--- src/rtl/ltscope_capture_ctrl.sv ---
// ltscope_capture_ctrl
// Capture sequencer for the LTscope ring buffer. It drives the enable of
// ring_buffer_addr and watches its write address. The sequence is
// arm -> pre-trigger fill -> wait-for-trigger -> post-trigger fill -> done.
// The ring address of the trigger sample is latched so that readout can
// unroll the circular capture into time order.
//
// Optional build macro: LTSCOPE_TRIG_TIMEOUT_EN
//   When defined, WAIT_TRIG forces a trigger after TIMEOUT_CYC cycles with
//   no edge, and forced_trig reports it. When undefined, WAIT_TRIG waits
//   indefinitely and forced_trig is always 0.
//
// Ports:
//   clk          system clock (single domain)
//   rst          synchronous active-high reset
//   arm          single-cycle pulse, starts a capture (IDLE/DONE only)
//   abort        single-cycle pulse, cancels any capture
//   trig_in      trigger level, synchronous to clk (rising edge fires)
//   depth        ring depth in samples, sampled on accepted arm
//   pretrig      samples kept before the trigger, sampled on accepted arm
//   wr_addr      current ring write address
//   buf_en       ring buffer enable, one sample per cycle while high
//   trig_addr    wr_addr in the trigger cycle
//   busy         high in PREFILL, WAIT_TRIG and POST
//   done         high in DONE
//   state        IDLE=0 PREFILL=1 WAIT_TRIG=2 POST=3 DONE=4
//   forced_trig  last trigger came from the timeout
//
// state     | meaning
// ----------+---------------------------------------------------------
// IDLE      | no capture in progress, buffer disabled
// PREFILL   | filling pretrigger samples, triggers ignored
// WAIT_TRIG | buffer running, waiting for a trig_in rising edge
// POST      | filling the remaining post-trigger samples
// DONE      | capture complete, buffer disabled, waits for arm/abort

module ltscope_capture_ctrl #(
  parameter int unsigned ADDR_W      = 29,
  parameter int unsigned TIMEOUT_CYC = 1000000
) (
  input  logic              clk,
  input  logic              rst,
  input  logic              arm,
  input  logic              abort,
  input  logic              trig_in,
  input  logic [ADDR_W-1:0] depth,
  input  logic [ADDR_W-1:0] pretrig,
  input  logic [ADDR_W-1:0] wr_addr,
  output logic              buf_en,
  output logic [ADDR_W-1:0] trig_addr,
  output logic              busy,
  output logic              done,
  output logic [2:0]        state,
  output logic              forced_trig
);

  typedef enum logic [2:0] {
    S_IDLE      = 3'd0,
    S_PREFILL   = 3'd1,
    S_WAIT_TRIG = 3'd2,
    S_POST      = 3'd3,
    S_DONE      = 3'd4
  } state_t;

  state_t            st;
  logic              trig_q;
  logic [ADDR_W-1:0] depth_r;
  logic [ADDR_W-1:0] pre_r;
  logic [ADDR_W-1:0] pre_cnt;
  logic [ADDR_W-1:0] post_cnt;

  logic              trig_edge;
  logic              arm_ok;
  logic [ADDR_W-1:0] depth_m1;
  logic [ADDR_W-1:0] pre_clamped;
  logic [ADDR_W-1:0] post_init;
  logic              fire;
  logic              fire_forced;

  assign state       = st;
  assign trig_edge   = trig_in & ~trig_q;
  assign arm_ok      = arm && ((st == S_IDLE) || (st == S_DONE)) &&
                       (depth >= ADDR_W'(2));
  assign depth_m1    = depth - ADDR_W'(1);
  assign pre_clamped = (pretrig > depth_m1) ? depth_m1 : pretrig;
  // The trigger-cycle sample is the first post-trigger sample, hence the -1.
  assign post_init   = depth_r - pre_r - ADDR_W'(1);

`ifdef LTSCOPE_TRIG_TIMEOUT_EN
  logic [31:0] wait_cnt;
  logic        timeout_hit;

  assign timeout_hit = (wait_cnt == 32'(TIMEOUT_CYC - 1));
  assign fire        = trig_edge | timeout_hit;
  // A real edge in the timeout cycle wins, so it is not reported as forced.
  assign fire_forced = timeout_hit & ~trig_edge;
`else
  logic unused_timeout;

  assign unused_timeout = ^TIMEOUT_CYC;
  assign fire           = trig_edge;
  assign fire_forced    = 1'b0;
`endif

  always_ff @(posedge clk) begin
    if (rst) begin
      st          <= S_IDLE;
      trig_q      <= 1'b0;
      depth_r     <= '0;
      pre_r       <= '0;
      pre_cnt     <= '0;
      post_cnt    <= '0;
      buf_en      <= 1'b0;
      busy        <= 1'b0;
      done        <= 1'b0;
      forced_trig <= 1'b0;
      trig_addr   <= '0;
`ifdef LTSCOPE_TRIG_TIMEOUT_EN
      wait_cnt    <= '0;
`endif
    end else begin
      // Tracks trig_in in every state so a level that is already high on
      // entering WAIT_TRIG must fall and rise again before it fires.
      trig_q <= trig_in;

      if (abort) begin
        st     <= S_IDLE;
        buf_en <= 1'b0;
        busy   <= 1'b0;
        done   <= 1'b0;
      end else begin
        case (st)
          S_IDLE, S_DONE: begin
            if (arm_ok) begin
              depth_r     <= depth;
              pre_r       <= pre_clamped;
              pre_cnt     <= '0;
              done        <= 1'b0;
              forced_trig <= 1'b0;
              buf_en      <= 1'b1;
              busy        <= 1'b1;
              st          <= S_PREFILL;
            end
          end

          S_PREFILL: begin
            pre_cnt <= pre_cnt + ADDR_W'(1);
            if (pre_cnt == pre_r) begin
              st <= S_WAIT_TRIG;
`ifdef LTSCOPE_TRIG_TIMEOUT_EN
              wait_cnt <= '0;
`endif
            end
          end

          S_WAIT_TRIG: begin
`ifdef LTSCOPE_TRIG_TIMEOUT_EN
            wait_cnt <= wait_cnt + 32'd1;
`endif
            if (fire) begin
              trig_addr   <= wr_addr;
              forced_trig <= fire_forced;
              post_cnt    <= post_init;
              if (post_init == '0) begin
                st     <= S_DONE;
                buf_en <= 1'b0;
                busy   <= 1'b0;
                done   <= 1'b1;
              end else begin
                st <= S_POST;
              end
            end
          end

          S_POST: begin
            post_cnt <= post_cnt - ADDR_W'(1);
            if (post_cnt == ADDR_W'(1)) begin
              st     <= S_DONE;
              buf_en <= 1'b0;
              busy   <= 1'b0;
              done   <= 1'b1;
            end
          end

          default: begin
            st     <= S_IDLE;
            buf_en <= 1'b0;
            busy   <= 1'b0;
            done   <= 1'b0;
          end
        endcase
      end
    end
  end

endmodule

--- config.mk ---
export PLATFORM = sky130hd
export DESIGN_NAME = ltscope_capture_ctrl
export DESIGN_NICKNAME = d
export VERILOG_FILES = /design/src/rtl/ltscope_capture_ctrl.sv
export SDC_FILE = /design/constraint.sdc
export NUM_CORES = 1
export LEC_CHECK = 0
export ABC_AREA = 1
export BUFFER_PORTS_ARGS = -buffer_cell sky130_fd_sc_hd__buf_2
export CAP_MARGIN = 20
export CORE_ASPECT_RATIO = 1.4
export CORE_MARGIN = 2
export CORE_UTILIZATION = 40
export CTS_BUF_LIST = sky130_fd_sc_hd__clkbuf_4
export CTS_CLUSTER_SIZE = 12
export DETAILED_ROUTE_END_ITERATION = 16
export PLACE_DENSITY = 0.66
export SYNTH_ARGS = -nofsm -noshare
export SYNTH_HDL_FRONTEND = slang
export SYNTH_SLANG_ARGS = --single-unit
--- constraint.sdc ---
create_clock -name clk -period 4.5 [get_ports clk]
set_input_delay 1.35 -clock clk [delete_from_list [all_inputs] [get_ports clk]]
set_output_delay 1.35 -clock clk [all_outputs]
set_load 0.02 [all_outputs]
# Word-level counts from Yosys, hierarchy flattened
# Index checks and enable logic that the tools add are counted.
[classes]
add_sub_neg = 5
magnitude_cmp = 2
eq_ne = 11
n_mux = 23
bitwise = 4
reduce_logical = 17
[op_table]
columns = ["cell", "n"]
rows = [
  ["case mux 29 bit (2 select lines)", 2],
  ["2-to-1 mux 29 bit", 3],
  ["subtractor 29 x 1 -> 29 bit, second input constant", 3],
  ["adder 29 x 1 -> 29 bit, second input constant", 1],
  ["== test 29 x 1 -> 1 bit, second input constant", 1],
  ["== test 29 bit", 1],
  ["greater-or-equal comparator 29 x 2 -> 1 bit, second input constant", 1],
  ["greater-than comparator 29 bit", 1],
  ["zero test 29 bit", 1],
  ["subtractor 29 bit", 1],
  ["2-to-1 mux 3 bit", 5],
  ["case mux 3 bit (4 select lines)", 1],
  ["AND reduction 3 bit", 4],
  ["inequality test 2 bit, second input constant", 5],
  ["2-to-1 mux 1 bit", 9],
  ["case mux 1 bit (4 select lines)", 2],
  ["AND reduction 4 bit", 2],
  ["== test 3 x 2 -> 1 bit, second input constant", 2],
  ["nonzero test 2 bit", 3],
  ["AND reduction 5 bit", 1],
  ["OR reduction 2 bit", 2],
  ["== test 3 x 1 -> 1 bit, second input constant", 1],
  ["== test 3 bit, second input constant", 1],
  ["zero test 3 bit", 1],
  ["5 further kinds", 8],
]
[totals]
regBits = 152
in_bits = 92
output_inout_bits = 36
word_cells = 72

# Logic depth before layout (Yosys ltp)
[logic_depth]
depth_word = 6
depth_mapped = 23
mapped_depth_nobuf = 22

# Worst setup path after synthesis
# OpenSTA, ideal clock, no wires.
[synth_path]
path_type = "input to register"
startpoint = "in depth[0]"
endpoint = "reg pre_r[14]"
t_arrival_ns = 4.165
path_slack_ns = 0.261
stages = 22
n_path_buf = 2
cell_sequence = "inv_1 -> ha_1 -> inv_1 -> nor2_2 -> inv_2 -> nor2_4 -> nand4_1 -> nor3_2 -> nand2_1 -> nor2_2 -> xnor2_1 -> ha_1 -> nand2_1 -> inv_1 -> nand3_1 -> nor3_1 -> o21ai_0 -> nand4_1 -> buf_2 -> clkbuf_1 -> a21oi_1 -> o21ai_0"
[synth_via]
elab_chain_len = 3
[synth_rtl]
columns = ["element", "line", "source"]
rows = [
  ["start, declared", "46", "input logic [ADDR_W-1:0] depth,"],
  ["subtractor 29 x 1 -> 29 bit or greater-or-equal comparator 29 x 2 -> 1 bit (tied branches)", "84, 83", ""],
  ["greater-than comparator 29 bit or logical AND 1 bit (tied branches)", "85, 82", ""],
  ["2-to-1 mux 29 bit or AND reduction 3 bit (tied branches)", "--", ""],
  ["end signal, assigned", "136", "pre_r <= pre_clamped;"],
  ["end, declared", "68", "logic [ADDR_W-1:0] pre_r;"],
]
# Several ways; a longest one is shown, not always the timed one.
# A chain may end at the register's enable or synchronous reset.

# Final worst setup path
[layout_path]
startpoint = "in depth[1]"
endpoint = "reg pre_r[8]"
# The elaborated chain is that of the path after synthesis.

==> results.json <==
{
  "period_needed_ns": 4.04,
  "fin_crit_sh": 0.897,
  "final_area_um2": 12800,
  "post_drt_wl_per_cell_um": 15.2,
  "ys_async_sr_fraction": 0,
  "num_io_pins": 128,
  "min_path_cells": 2,
  "grt_pass1_vias": 11300,
  "stdcell_count": 2312,
  "outcome": "finished clean",
  "cts.repair.resized": 0,
  "drv_cap": 0,
  "area_growth_syn_to_layout_pct": 13.5,
  "path_cells": "buf_2 -> inv_1 -> ha_1 -> inv_1 -> nor2_2 -> inv_2 -> nor2_4 -> nand4_1 -> nor3_2 -> nand2_1 -> xor2_1 -> ha_1 -> nand2_1 -> nor2_1 -> nand3_1 -> nor4_1 -> buf_4 -> nand3_2 -> buf_4 -> nand3_1 -> nand2_1 -> o21ai_0",
  "place_congestion": 0.925,
  "via_per_inst": 5.08,
  "io_buffer_count": 126,
  "core_um2": 27700,
  "finalSetupViolations": 0,
  "power_mw": 3.56,
  "cts_sinks": 151,
  "postCtsSetupRepairBufs": 0,
  "dp_hpwl_mm": 28.5,
  "cts-htree-levels": 4,
  "netlist_area_um2": 11300,
  "rsz0062_at_grt": "false",
  "grt_pass1_wl_mm": 56.8,
  "clk_latency_ns": 0.59,
  "path_class": "in -> reg",
  "cp_max_fo": 22,
  "synthFlopType": "dfxtp_1",
  "root_buffer": "clkbuf_4",
  "dr.first_iter.drc_count": 672,
  "synth_cell_type_count": 51,
  "clk_pin_slew_ns": 0.13,
  "hold_viol": 0,
  "grt_most_used_layer": "met2",
  "p_leak_nw": 6.08,
  "route.detailed.drc": 0,
  "rows": 72,
  "dp_cells": 2279,
  "whs_ns": 0.486,
  "hp-class": "reg -> reg",
  "r2r_cells": 20,
  "cts_tree": "done",
  "grt_max_degree": 59,
  "met1_usage": 0.263,
  "worstPathArrival_ns": 4.55,
  "die_y_um": 203,
  "synth_edf_count": 0,
  "max_freq_ghz": 0.248,
  "start_kind": "input pin",
  "syn-num-nets": 1955,
  "grt_overflow": 0,
  "antenna_found_initial": 1,
  "grt_usage": 0.239,
  "vias": 11700,
  "clk_path_buf_depth": 2,
  "netlist_instances": 1800,
  "drive_gt1_frac": 0.134,
  "grtUsageMet2": 0.459,
  "start_util": 0.407,
  "synth_seq_cells": 151,
  "cp_data_required_time_ns": 5.02,
  "final_antenna_net_count": 0,
  "postPlaceCellArea_um2": 12500,
  "avgSynthCellArea_um2": 6.26,
  "peakVddDrop_uv": 143,
  "finalMaxSlewViolations": 0,
  "nets": 2083,
  "use_met3": 0.0272,
  "yosysWarnings": 0,
  "cp_common_cell": "nand2_1",
  "hold_buffers": 0,
  "dr.pass1.iters": 5,
  "die_w_um": 146,
  "cts_buffers": 17,
  "tightest_slew_ns": 0.944,
  "skew_ns": 0.0183,
  "end_kind": "flip-flop",
  "power_density_nw_per_um2": 279,
  "yosysSeqAreaShare": 0.268,
  "totalWireLength_mm": 35.1,
  "dieArea_um2": 29500,
  "relSlewSlack": 0.370,
  "cp_slowest_cell": "nor4_1",
  "slowest_delay_ns": 0.32
}
-- cell usage in the layout (no fill, tap or decap), types with 4 or more instances in the layout --
master and n:
o21ai_0 93, buf_4 36, dfxtp_1 151, nand3_2 8, xor2_1 52, a31oi_1 4, nor2_1 217, inv_1 235
nand4_1 37, nand3_1 97, buf_12 5, xnor2_1 31, o21ai_1 11, a21oi_1 104, ha_1 62, nor3_2 9
a211oi_1 6, nand2_2 14, o211ai_1 18, nor3_1 36, a22o_1 4, clkbuf_4 20, nor4_1 10, buf_2 126
nand2_1 482, nor2_2 12, inv_2 8, nand3b_1 7
-- worst max-delay path: cells and delay by family --
family                   cells  cell delay, ns
AND/OR/NAND/NOR             12            1.64
AO/OA/AOI/OAI                1            0.14
buffers and inverters        6            0.74
XOR/XNOR                     1            0.18
adder cells (fa/ha/maj)      2            0.49
-- state kept, by name, summed over array words and instances (netlist names) --
| name | count |
|---|---|
| pre_cnt | 29 |
| depth_r | 29 |
| pre_r | 29 |
| done | 1 |
| post_cnt | 29 |
| trig_addr | 29 |
| state | 3 |
| busy | 1 |
| trig_q | 1 |
-- path summary, 6_finish.rpt --
| kind | endpoint | slack, ns | start |
|---|---|---|---|
| worst min register to register | depth_r[0] | 0.49 | depth_r[0] |
| worst max register to register | done | 1.42 | pre_r[0] |
| worst max-delay path | pre_r[8] | 0.46 | depth[1] |
| worst min-delay path | depth_r[0] | 0.49 | depth_r[0] |
-- cells by family after synthesis --
group / synth area share
and+or+nand+nor: 0.365
adders and majority gates: 0.0707
DFF: 0.268
AOI/OAI and AO/OA: 0.125
other: 0.000333
xor gates and xnor gates: 0.0646
buffers and inverters: 0.106
-- per-layer routing --
layer	wire, µm	vias up
li1	-	6045
met1	14200	5323
met2	18400	300
met3	1200	70
met4	1310	0
met5	0	-
-- per-stage QoR --
step / util / setup TNS, ns / worst slack [ns]
2_1_floorplan: - / 0 / 0.261
3_3_place_gp: 0.450 / -0.309 / -0.0388
3_5_place_dp: 0.451 / -1.28 / -0.0839
4_1_cts: 0.462 / 0 / 0.575
5_1_grt: 0.462 / 0 / 0.202
6_report: 0.462 / 0 / 0.464
-- final cells by class --
cell class	count	area, µm²
clock buffer	20	150
sequential	151	3020
tap	370	463
multi-input combinational	1347	7050
antenna	1	2.50
fill	2989	14900
clock inverter	12	151
inverter	243	912
timing repair buffer	168	1030
-- where the power goes --
part           switching (mW)  total, mW  internal, mW
combinational           0.782       1.20         0.423
sequential             0.0489       1.43          1.38
clock                   0.527      0.928         0.402
-- Yosys cell counts (2+ instances only) --
cell type | number | area [µm²]
a211oi_1 | 6 | 45.0
a21o_1 | 3 | 22.5
a21oi_1 | 104 | 521
a22o_1 | 4 | 35.0
a31oi_1 | 4 | 25.0
and2_1 | 3 | 18.8
buf_2 | 11 | 55.1
buf_4 | 7 | 52.6
buf_6 | 3 | 33.8
clkbuf_1 | 38 | 143
dfxtp_1 | 151 | 3020
ha_1 | 62 | 776
inv_1 | 235 | 882
inv_2 | 8 | 30.0
nand2_1 | 482 | 1810
nand2_2 | 14 | 87.6
nand3_1 | 98 | 490
nand3_2 | 7 | 70.1
nand3b_1 | 7 | 52.6
nand4_1 | 37 | 231
nor2_1 | 217 | 815
nor2_2 | 12 | 75.1
nor2_4 | 2 | 22.5
nor3_1 | 37 | 185
nor3_2 | 8 | 80.1
nor4_1 | 10 | 62.6
o211ai_1 | 18 | 135
o21ai_0 | 93 | 465
o21ai_1 | 11 | 55.1
o221ai_1 | 3 | 26.3
o22ai_1 | 2 | 12.5
or2_2 | 3 | 18.8
xnor2_1 | 31 | 272
xor2_1 | 52 | 455
(Power assumes the default switching activity.)
